## config.mk

```make
export PLATFORM = sky130hd
export DESIGN_NAME = uart_tx_cfg
export DESIGN_NICKNAME = d
export VERILOG_FILES = /design/src/rtl/uart_pkg.sv /design/src/rtl/uart_baud_gen.sv /design/src/rtl/uart_tx_cfg.sv
export SDC_FILE = /design/constraint.sdc
export NUM_CORES = 1
export LEC_CHECK = 0
export CAP_MARGIN = 10
export CORE_UTILIZATION = 40
export DETAILED_ROUTE_END_ITERATION = 10
export RECOVER_POWER = 25
export REMOVE_ABC_BUFFERS = 1
export SETUP_SLACK_MARGIN = 0.3
export SYNTH_ARGS = -nofsm -noshare
export SYNTH_HDL_FRONTEND = slang
export SYNTH_SLANG_ARGS = --single-unit
```

## constraint.sdc

```tcl
create_clock -name clk -period 2.95 [get_ports clk]
set_clock_uncertainty 0.15 [all_clocks]
set_input_delay 0.59 -clock clk [delete_from_list [all_inputs] [get_ports clk]]
set_output_delay 0.59 -clock clk [all_outputs]
set_load 0.01 [all_outputs]
```

## src/rtl/uart_pkg.sv

```systemverilog
// Shared definitions for the configurable UART transmitter: parity modes and FSM states.
package uart_pkg;

    localparam int PAR_NONE = 0;
    localparam int PAR_EVEN = 1;
    localparam int PAR_ODD  = 2;

    typedef enum logic [2:0] {
        IDLE,
        START,
        DATA,
        PAR,
        STOP
    } uart_state_e;

endpackage

```

## src/rtl/uart_baud_gen.sv

```systemverilog
// Bit-period counter: wraps every CLKS_PER_BIT cycles and flags the last cycle of each bit.
module uart_baud_gen #(
    parameter int CLKS_PER_BIT = 5208,
    parameter int CNT_W        = $clog2(CLKS_PER_BIT)
) (
    input  logic             clk,
    input  logic             rst_n,
    input  logic             restart,
    output logic             tick_o,
    output logic [CNT_W-1:0] count_o
);

    logic [CNT_W-1:0] cnt_q;
    logic [CNT_W-1:0] cnt_d;
    logic             last;

    always_comb begin
        last  = (cnt_q == CNT_W'(CLKS_PER_BIT - 1));
        cnt_d = cnt_q + CNT_W'(1);
        if (restart || last) begin
            cnt_d = '0;
        end
    end

    always_ff @(posedge clk or negedge rst_n) begin
        if (!rst_n) begin
            cnt_q <= '0;
        end else begin
            cnt_q <= cnt_d;
        end
    end

    assign tick_o  = last;
    assign count_o = cnt_q;

endmodule

```

## src/rtl/uart_tx_cfg.sv

```systemverilog
// UART transmitter with one-word holding register, optional parity and 1 or 2 stop bits.
module uart_tx_cfg #(
    parameter int CLKS_PER_BIT = 5208,
    parameter int DATA_W       = 8,
    parameter int PARITY       = 0,
    parameter int STOP_BITS    = 1
) (
    input  logic              clk,
    input  logic              rst_n,
    input  logic              in_valid,
    input  logic [DATA_W-1:0] in_data,
    output logic              in_ready,
    output logic              tx_o,
    output logic              busy_o,
    output logic              tx_done_o
);

    import uart_pkg::*;

    localparam int CNT_W = $clog2(CLKS_PER_BIT);

    uart_state_e       state_q, state_d;
    logic [DATA_W-1:0] hold_q, hold_d;
    logic              hold_full_q, hold_full_d;
    logic [DATA_W-1:0] shift_q, shift_d;
    logic              par_q, par_d;
    logic [3:0]        bit_idx_q, bit_idx_d;
    logic              stop_idx_q, stop_idx_d;
    logic              tx_q, tx_d;
    logic              busy_q, busy_d;
    logic              done_q, done_d;

    logic              tick;
    logic [CNT_W-1:0]  count;
    logic              restart;
    logic              take;
    logic              load;
    logic              bit_last;
    logic              stop_last;
    logic              pre_tick;

    assign restart = (state_q == IDLE);

    uart_baud_gen #(
        .CLKS_PER_BIT(CLKS_PER_BIT),
        .CNT_W       (CNT_W)
    ) u_baud (
        .clk    (clk),
        .rst_n  (rst_n),
        .restart(restart),
        .tick_o (tick),
        .count_o(count)
    );

    // All outputs are computed one cycle ahead so that they come straight from flops.
    always_comb begin
        state_d     = state_q;
        hold_d      = hold_q;
        hold_full_d = hold_full_q;
        shift_d     = shift_q;
        par_d       = par_q;
        bit_idx_d   = bit_idx_q;
        stop_idx_d  = stop_idx_q;
        tx_d        = tx_q;
        busy_d      = busy_q;
        done_d      = 1'b0;
        load        = 1'b0;

        take      = in_valid && !hold_full_q;
        bit_last  = (bit_idx_q == 4'(DATA_W - 1));
        stop_last = (stop_idx_q == 1'(STOP_BITS - 1));
        pre_tick  = (count == CNT_W'(CLKS_PER_BIT - 2));

        case (state_q)
            IDLE: begin
                if (hold_full_q) begin
                    load    = 1'b1;
                    state_d = START;
                    tx_d    = 1'b0;
                    busy_d  = 1'b1;
                end
            end
            START: begin
                if (tick) begin
                    state_d   = DATA;
                    bit_idx_d = '0;
                    tx_d      = shift_q[0];
                end
            end
            DATA: begin
                if (tick) begin
                    if (!bit_last) begin
                        bit_idx_d = bit_idx_q + 4'd1;
                        shift_d   = shift_q >> 1;
                        tx_d      = shift_q[1];
                    end else if (PARITY != PAR_NONE) begin
                        state_d = PAR;
                        tx_d    = par_q;
                    end else begin
                        state_d    = STOP;
                        stop_idx_d = 1'b0;
                        tx_d       = 1'b1;
                    end
                end
            end
            PAR: begin
                if (tick) begin
                    state_d    = STOP;
                    stop_idx_d = 1'b0;
                    tx_d       = 1'b1;
                end
            end
            STOP: begin
                done_d = stop_last && pre_tick;
                if (tick) begin
                    if (!stop_last) begin
                        stop_idx_d = 1'b1;
                    end else if (hold_full_q) begin
                        load    = 1'b1;
                        state_d = START;
                        tx_d    = 1'b0;
                    end else begin
                        state_d = IDLE;
                        tx_d    = 1'b1;
                        busy_d  = 1'b0;
                    end
                end
            end
            default: begin
                state_d = IDLE;
                tx_d    = 1'b1;
                busy_d  = 1'b0;
            end
        endcase

        // A load needs a full holding register and a capture needs an empty one, so they never collide.
        if (load) begin
            shift_d     = hold_q;
            par_d       = (^hold_q) ^ (PARITY == PAR_ODD);
            hold_full_d = 1'b0;
        end
        if (take) begin
            hold_d      = in_data;
            hold_full_d = 1'b1;
        end
    end

    always_ff @(posedge clk or negedge rst_n) begin
        if (!rst_n) begin
            state_q     <= IDLE;
            hold_q      <= '0;
            hold_full_q <= 1'b0;
            shift_q     <= '0;
            par_q       <= 1'b0;
            bit_idx_q   <= '0;
            stop_idx_q  <= 1'b0;
            tx_q        <= 1'b1;
            busy_q      <= 1'b0;
            done_q      <= 1'b0;
        end else begin
            state_q     <= state_d;
            hold_q      <= hold_d;
            hold_full_q <= hold_full_d;
            shift_q     <= shift_d;
            par_q       <= par_d;
            bit_idx_q   <= bit_idx_d;
            stop_idx_q  <= stop_idx_d;
            tx_q        <= tx_d;
            busy_q      <= busy_d;
            done_q      <= done_d;
        end
    end

    assign in_ready  = ~hold_full_q;
    assign tx_o      = tx_q;
    assign busy_o    = busy_q;
    assign tx_done_o = done_q;

endmodule

```

# --- After elaboration in Yosys (flattened, before gate mapping) ---
# Cells that the tools add are included.
classes:
  add_sub_neg: 2
  eq_ne: 17
  mux: 45
  bitwise_logic: 3
  n_reduce_logical: 17
ops:
  columns: ["cell", "count"]
  rows:
  - ["$mux 8", 4]
  - ["$eq 13x13->1 const B", 2]
  - ["$mux 1", 24]
  - ["$mux 3", 7]
  - ["$ne 2x2->1 const B", 10]
  - ["$pmux 3 s5", 1]
  - ["$add 13x1->13 const B", 1]
  - ["$mux 13", 1]
  - ["$mux 4", 3]
  - ["$reduce_and 5->1", 2]
  - ["$pmux 4 s2", 1]
  - ["$reduce_bool 2->1", 4]
  - ["$reduce_and 7->1", 1]
  - ["$eq 3x2->1 const B", 2]
  - ["$pmux 1 s3", 2]
  - ["$reduce_and 6->1", 1]
  - ["$pmux 1 s5", 1]
  - ["$add 4x1->4 const B", 1]
  - ["$eq 4x3->1 const B", 1]
  - ["$reduce_and 4->1", 1]
  - ["$eq 3x1->1 const B", 1]
  - ["$eq 3x3->1 const B", 1]
  - ["$logic_not 3->1", 1]
  - ["$not 1->1", 3]
  - ["7 further kinds", 8]
totals:
  regBits: 41
  output_inout_bits: 4

# --- Depth between registers and ports, before layout ---
# Gate-level depths: netlist of the first run.
logic_depth:
  ltp_word: 6
  ltp_mapped: 6
  ltp_nobuf: 5

# --- Modules after synthesis ---
# A second synthesis of the first run with hierarchy kept.
unflattened:
  cells_unflattened: 187
  hier_area_um2: 2009.4
modules_own_cells:
  columns: ["mod", "instances", "cells_each", "area_per_inst_um2", "seq_area_each_um2"]
  rows:
  - ["uart_tx_cfg", 1, 119, 1323.8, 676.9]
  - ["uart_baud_gen", 1, 68, 685.7, 325.3]

# --- Least setup slack after synthesis of the first run ---
# No wires, ideal clock.
synth_path:
  path_kind: "reg2reg"
  startpoint: "register u_baud.cnt_q[7], in the netlist u_baud.count_o[7]"
  endpoint: "register state_q[2]"
  arrival_ns: 2.145
  slack_ns: 0.578
  path_stages_with_launch: 6
  n_path_buf: 1
  synth_period_minus_slack_ns: 2.372
  path_cell_list: "dfrtp_1 -> or4b_4 -> or4_1 -> buf_2 -> or4_1 -> o21ai_1"
synth_between:
  elab_chain_len: 3
synth_lines:
  columns: ["element", "line_no", "rtl"]
  rows:
  - ["start: declaration", "uart_baud_gen.sv:13", "logic [CNT_W-1:0] cnt_q;"]
  - ["start signal: assignment", "uart_baud_gen.sv:29", "cnt_q <= cnt_d;"]
  - ["$eq 13x13->1 (*)", "uart_baud_gen.sv:18", "last = (cnt_q == CNT_W'(CLKS_PER_BIT - 1));"]
  - ["$ne 2x2->1 (no line)", null, null]
  - ["$reduce_and 7->1 (no line) (*)", null, null]
  - ["end signal: assignment", "uart_tx_cfg.sv:161", "state_q <= state_d;"]
  - ["end: declaration", "uart_tx_cfg.sv:22", "uart_state_e state_q, state_d;"]
# Every way passes the cells marked *; elsewhere a longest branch is shown, timed or not.
# A chain may end at the register's enable or synchronous reset.

# --- Worst setup path after layout of the first run ---
# Ends and elaborated chain as after synthesis.

==> summary.md, run 1 <==
| Metric | Value |
|---|---|
| Status | finished, violations left |
| Violated checks | max-capacitance violations, max-slew violations |
| Fraction of layout cells with a size suffix above 1 | 0.166 |
| Pre-CTS setup slack | 0.419 ns |
| CTS tree | done |
| Worst-skew pair later-pin latency | approximately 0.30 ns |
| Critical path type | flop to flop |
| P&R area growth vs syn | 16.9% |
| Worst setup EP type | flop |
| Final net count | 230 |
| Maximum clock rate | around 0.41 GHz |
| Synth Register Bits | 40 |
| Worst Setup SP | u_baud.count_o[7] |
| DR vias | 1,555 |
| # IOs | 15 |
| Yosys cell types | 43 |
| H-Tree Depth | 2 |
| Synth warn | 0 |
| GRT overflow | 0 |
| Worst Path Arrival | 2.51 ns |
| Cell count after placement | 276 |
| Die height | 73.6 um |
| DRC | 0 |
| Hold Crit Class | flop to flop |
| Final period utilization | 0.830 |
| FF-to-FF setup slack | about 0.50 ns |
| Area of the multi-input gates | roughly 990 um2 |
| Worst slew pin tran | 2.14 ns |
| Non-Filler Instances | 284 |
| Endpoints failing setup | 0 |
| Asr flop ratio synth | 1.00 |
| Sequential cell area | 0.00100 mm2 |
| CTS Hold Bufs | 0 |
| Worst Setup Start Kind | flop |
| Post-synth EDFFs | 0 |
| Setup_tns | 0 ns |
| Clk buf depth | 2 |
| Rel. slew slack | -0.427 |
| Clk root buf | clkbuf_8 |
| Total power | 1.54 mW |
| Pin count of the biggest net entering global routing | 41 |
| Worst setup endpoint | state_q[2] |
| Power Density | 642 mW/mm2 |
| Non-Filler Cell Area, Final | 0.00240 mm2 |
| Core area | 0.00482 mm2 |
| Worst path required time | ~3 ns |
| VDD IR-drop max | just over 300 uV |
| DRT antenna net count | 0 |
| Filler cells | 445 |
| RSZ-0062 raised after global routing | no |
| DPL Wire Length | 2.90 mm |
| Antenna violations before repair | 0 |
| Fin. Hold Viols | 0 |
| Number of diodes | 0 |
| FF-to-FF Start | u_baud.count_o[7] |
| Routed len/inst | 14.6 um |
| Ys flop type | dfrtp_1 |
| Crit path max fanout | 10 |
| Synthesized area per cell | 10.3 um2 |
| First-pass GRT wire length | 7.18 mm |
| Post-CTS setup buffer count | 0 |
| Initial Util | 0.425 |
| First DRT Iteration DRCs | 125 |
| Crit path time final | 2.45 ns |
| Final GP Congestion | 0.848 |
| Vias in the first global route | between 1,500 and 2,000 |
| Clock Pin Slew Worst Setup and Hold Paths | 0.09 ns |
| WL final | 4.15 mm |
| Area post-placement | 0.00227 mm2 |
| Die width | between 70 and 80 um |
| Total die area | between 0.005 and 0.006 mm2 |
| Slew Viols, Final | 41 |
| Syn Inst Count | 199 |
| Max Cap Viol | 1 |
| Post-Syn Area | 0.00205 mm2 |
| Total clock sinks | 40 |
| Via density | 5.48 |
| IO Port Bufs | 14 |
| Num CTS Buffers | 5 |
| Reg2Reg Capture Point | state_q[2] |
| Worst setup margin | about 0.5 ns |
| P_leak | between 1 and 1.5 nW |
| FF-to-FF path depth | 4 |
| GRT Overall Usage | 0.175 |
| Seq/Total Area, Yosys | 0.489 |
| DRT Pass-1 Iters | 4 |
| Row cnt | 25 |
placed cells by master, fill, tap and decap left out, drive strengths merged, types with 2 or more instances in the layout:
cell | netlist | layout
a211o | 2 | 2
a21boi | 2 | 2
a21o | 3 | 3
a21oi | 4 | 4
and3 | 6 | 6
buf | 2 | 5
clkbuf | 7 | 6
clkdlybuf4s50 | 0 | 13
dfrtp | 39 | 39
ha | 3 | 3
inv | 8 | 9
mux2 | 10 | 10
mux2i | 6 | 6
nand2 | 8 | 8
nand3 | 6 | 6
nand4 | 6 | 6
nor2 | 25 | 25
nor2b | 2 | 2
nor3 | 10 | 10
nor4 | 4 | 4
o21ai | 8 | 8
o221a | 6 | 6
or3b | 2 | 2
or4 | 3 | 3
xnor2 | 5 | 5
xor2 | 6 | 6
power by group:
part	leakage, nW	internal [mW]	switching, mW
combinational	0.468	0.156	0.139
sequential	0.510	0.665	0.119
clock	0.0548	0.255	0.204
how the worst min path moves through the flow:
stage / from / end / slack (ns) / cells past startpoint
floorplan: rst_n / bit_idx_q[0] / 0.14 / 0
global placement: hold_q[7] / shift_q[7] / 0.35 / 1
detailed placement: u_baud.count_o[11] / tx_done_o / 0.35 / 1
CTS: rst_n / shift_q[3] / 0.29 / 1
global route: hold_q[7] / shift_q[7] / 0.39 / 1
finish: hold_q[7] / shift_q[7] / 0.37 / 1
synthesized netlist by cell type (all sizes together), types with 2 or more instances:
library cell	count	area (um2)
mux2	10	113
nor4	4	31.3
nor2b	2	12.5
nand4	6	37.5
inv	8	30.0
a21oi	4	20.0
mux2i	6	60.1
o221a	6	67.6
or3b	2	17.5
and3	6	37.5
or4	3	22.5
ha	3	37.5
a21o	3	22.5
clkbuf	7	26.3
buf	2	10.0
nor3	10	50.1
a21boi	2	15.0
o21ai	8	40.0
nand3	6	30.0
xor2	6	52.6
dfrtp	39	976
xnor2	5	43.8
nor2	25	93.8
nand2	8	30.0
a211o	2	17.5
repair_timing:
action                     CTS  global route
setup endpoints to repair    0             8
hold endpoints to repair     0             0
resized for setup            0             2
cell families after synthesis:
| logic type | after synthesis | share of synthesized area |
|---|---|---|
| AND/OR/NAND/NOR | 79 | 0.207 |
| flip-flops | 40 | 0.489 |
| AO/OA/AOI/OAI | 33 | 0.122 |
| buffers and inverters | 17 | 0.0324 |
| multiplexers | 16 | 0.0843 |
| XOR/XNOR | 11 | 0.0470 |
| adder cells (fa/ha/maj) | 3 | 0.0183 |
worst max-delay path, cell delays in order (launching register included):
cell and delay [ns]:
dfrtp_1 0.42, or4b_4 0.59, or4_4 0.63, or4_1 0.49, o21ai_1 0.09
final cells by class:
type	count	area share
sequential	40	0.418
multi-input combinational	142	0.415
timing repair buffer	19	0.0715
tap	67	0.0350
clock buffer	5	0.0287
clock inverter	3	0.0193
inverter	8	0.0125
flip-flops by register name, indices dropped and copies added, names as in the netlist:
register	cells
u_baud.count_o	13
hold_q	8
shift_q	8
bit_idx_q	4
state_q	3
busy_o	1
hold_full_q	1
tx_done_o	1
tx_o	1
stage by stage:
step,util,hold WS (ns)
after global placement,0.471,0.346
after detailed placement,0.471,0.352
after floorplan,-,0.144
after CTS,0.495,0.287
final,0.497,0.371
after global routing,0.497,0.389
routing by layer:
metal | wire length [um] | part of all wire | vias up | GRT usage
met1 | 1970 | 0.47 | 768 | 0.238
met3 | 160 | 0.039 | 4 | 0.0425
met4 | 40 | 0.0096 | 0 | 0.0620
li1 | - | - | 754 | -
met2 | 1980 | 0.48 | 29 | 0.271
met5 | 0 | 0 | - | 0
Note: power is estimated with default switching activity, not from simulation.
==> run 2: changes to the inputs <==
Clock period 2.95 ns to 2.3 ns, I/O delays scaled along.
==> summary.md, run 2 (synthesized netlist as in run 1, its figures left out) <==
| Metric | Value |
|---|---|
| Status | finished, violations left |
| Violated checks | negative setup slack |
| Total die area | 0.00541 mm2 |
| CTS tree | done |
| Final GP Congestion | 0.813 |
| FF-to-FF Start | u_baud.count_o[5] |
| Die height | 73.6 um |
| Area post-placement | 0.00240 mm2 |
| First DRT Iteration DRCs | 84 |
| Worst setup EP type | flop |
| Setup_tns | -0.00904 ns |
| GRT overflow | 0 |
| # IOs | 15 |
| Maximum clock rate | 0.433 GHz |
| Slew Viols, Final | 0 |
| Total power | 1.93 mW |
| Clk buf depth | 2 |
| DRT antenna net count | 0 |
| Non-Filler Instances | 309 |
| Rel. slew slack | 0.346 |
| Vias in the first global route | 1,723 |
| Pre-CTS setup slack | -0.165 ns |
| Crit path cell chain | or4b_4 -> or4_4 -> or4_1 -> o21ai_1 |
| VDD IR-drop max | approximately 500 uV |
| Row cnt | 25 |
| WL final | 4.68 mm |
| Worst path required time | 2.36 ns |
| Worst setup margin | -0.00904 ns |
| Routed len/inst | 15.2 um |
| Total clock sinks | 40 |
| Core area | slightly below 0.005 mm2 |
| IO Port Bufs | 14 |
| First-pass GRT wire length | 8.02 mm |
| Commonest non-fill, non-tap cell in the layout | dfrtp_1 |
| CTS Hold Bufs | 0 |
| Worst Setup Start Kind | flop |
| Antenna violations before repair | 0 |
| DRC | 0 |
| Initial Util | 0.425 |
| Crit path max fanout | 6 |
| Clk root buf | clkbuf_8 |
| Commonest cells after routing, fill and taps aside | dfrtp_1 (38), nor2_1 (24), buf_4 (23), clkdlybuf4s50_1 (11) |
| Num CTS Buffers | 5 |
| Critical path's slowest cell | or4_4 |
| Non-Filler Cell Area, Final | around 0.0027 mm2 |
| Worst Setup SP | u_baud.count_o[5] |
| Crit path time final | 2.31 ns |
| Filler cells | 433 |
| DPL Wire Length | 3.08 mm |
| P_leak | 1.20 nW |
| DRT Pass-1 Iters | 4 |
| Die width | 73.6 um |
| Number of flip-flops in the largest register | 13 |
| Fin. Hold Viols | 0 |
| Via density | 5.41 |
| DR vias | 1,673 |
| Clock Pin Slew Worst Setup and Hold Paths | 0.08 ns |
| Endpoints failing setup | 1 |
| H-Tree Depth | 2 |
| Cell count after placement | 292 |
| Critical path type | flop to flop |
| Pin count of the biggest net entering global routing | 41 |
| Final net count | 255 |
| Final period utilization | 1.00 |
| Worst-skew pair later-pin latency | 0.29 ns |
| Worst slew pin tran | 0.981 ns |
| Max incr delay on CP | 0.60 ns |
| Max Cap Viol | 0 |
| Number of diodes | 0 |
| Hold Crit Class | input port to async pin |
| RSZ-0062 raised after global routing | yes |
| Power Density | 715 mW/mm2 |
| Worst Path Arrival | roughly 2.4 ns |
| Fraction of layout cells with a size suffix above 1 | 0.298 |
| P&R area growth vs syn | 31.5% |
| Minimum hold slack | 0.250 ns |
| GRT Overall Usage | 0.193 |
| Final core utilization | 0.559 |
-- run 2: area by class of cell --
| type | instances | area [um2] | share of cell area |
|---|---|---|---|
| tap | 67 | 83.8 | 0.0311 |
| timing repair buffer | 43 | 399 | 0.148 |
| sequential | 40 | 1000 | 0.372 |
| clock buffer | 8 | 80.1 | 0.0297 |
| inverter | 8 | 30.0 | 0.0111 |
| multi-input combinational | 143 | 1100 | 0.408 |
-- run 2: worst max-delay path, delay by kind of cell, from the launching register on --
kind            cells  cell delay [ns]
simple gates        3             1.62
compound gates      1             0.09
flops               1             0.38
-- run 2: report_power, final --
part	total [mW]	switching [mW]	internal [mW]
clock	0.447	0.232	0.216
combinational	0.503	0.235	0.268
sequential	0.976	0.122	0.855
total	1.93	0.588	1.34
-- run 2: routing by layer --
metal  wire length, um  global-route usage
met5                 0                   0
met4                46              0.0684
met3               165              0.0357
met2              2320               0.327
met1              2150               0.246
-- run 2: path summary, 6_finish.rpt --
| kind | end | slack (ns) | depth (start not counted) |
|---|---|---|---|
| max | state_q[2] | -0.009 | 4 |
| min | bit_idx_q[2] | 0.25 | 2 |
| max reg2reg | state_q[2] | -0.009 | 4 |
| min reg2reg | shift_q[7] | 0.36 | 1 |
| max in group asynchronous | hold_full_q | 1.09 | 2 |
| min in group clk | shift_q[7] | 0.36 | 1 |
-- run 2: timing repair --
| item | 4_1_cts | 5_1_grt |
|---|---|---|
| setup endpoints to repair | 30 | 34 |
| gates cloned | 1 | 1 |
| setup buffers | 4 | 3 |
| resized for setup | 19 | 13 |
| hold endpoints to repair | 0 | 0 |
| pin swaps | 9 | 3 |
==> run 3: changes to the inputs <==
Settings changed: CAP_MARGIN 10 to not set.
==> results of run 3 <==
Final layout, timing and power as in run 2 (identical DEF).
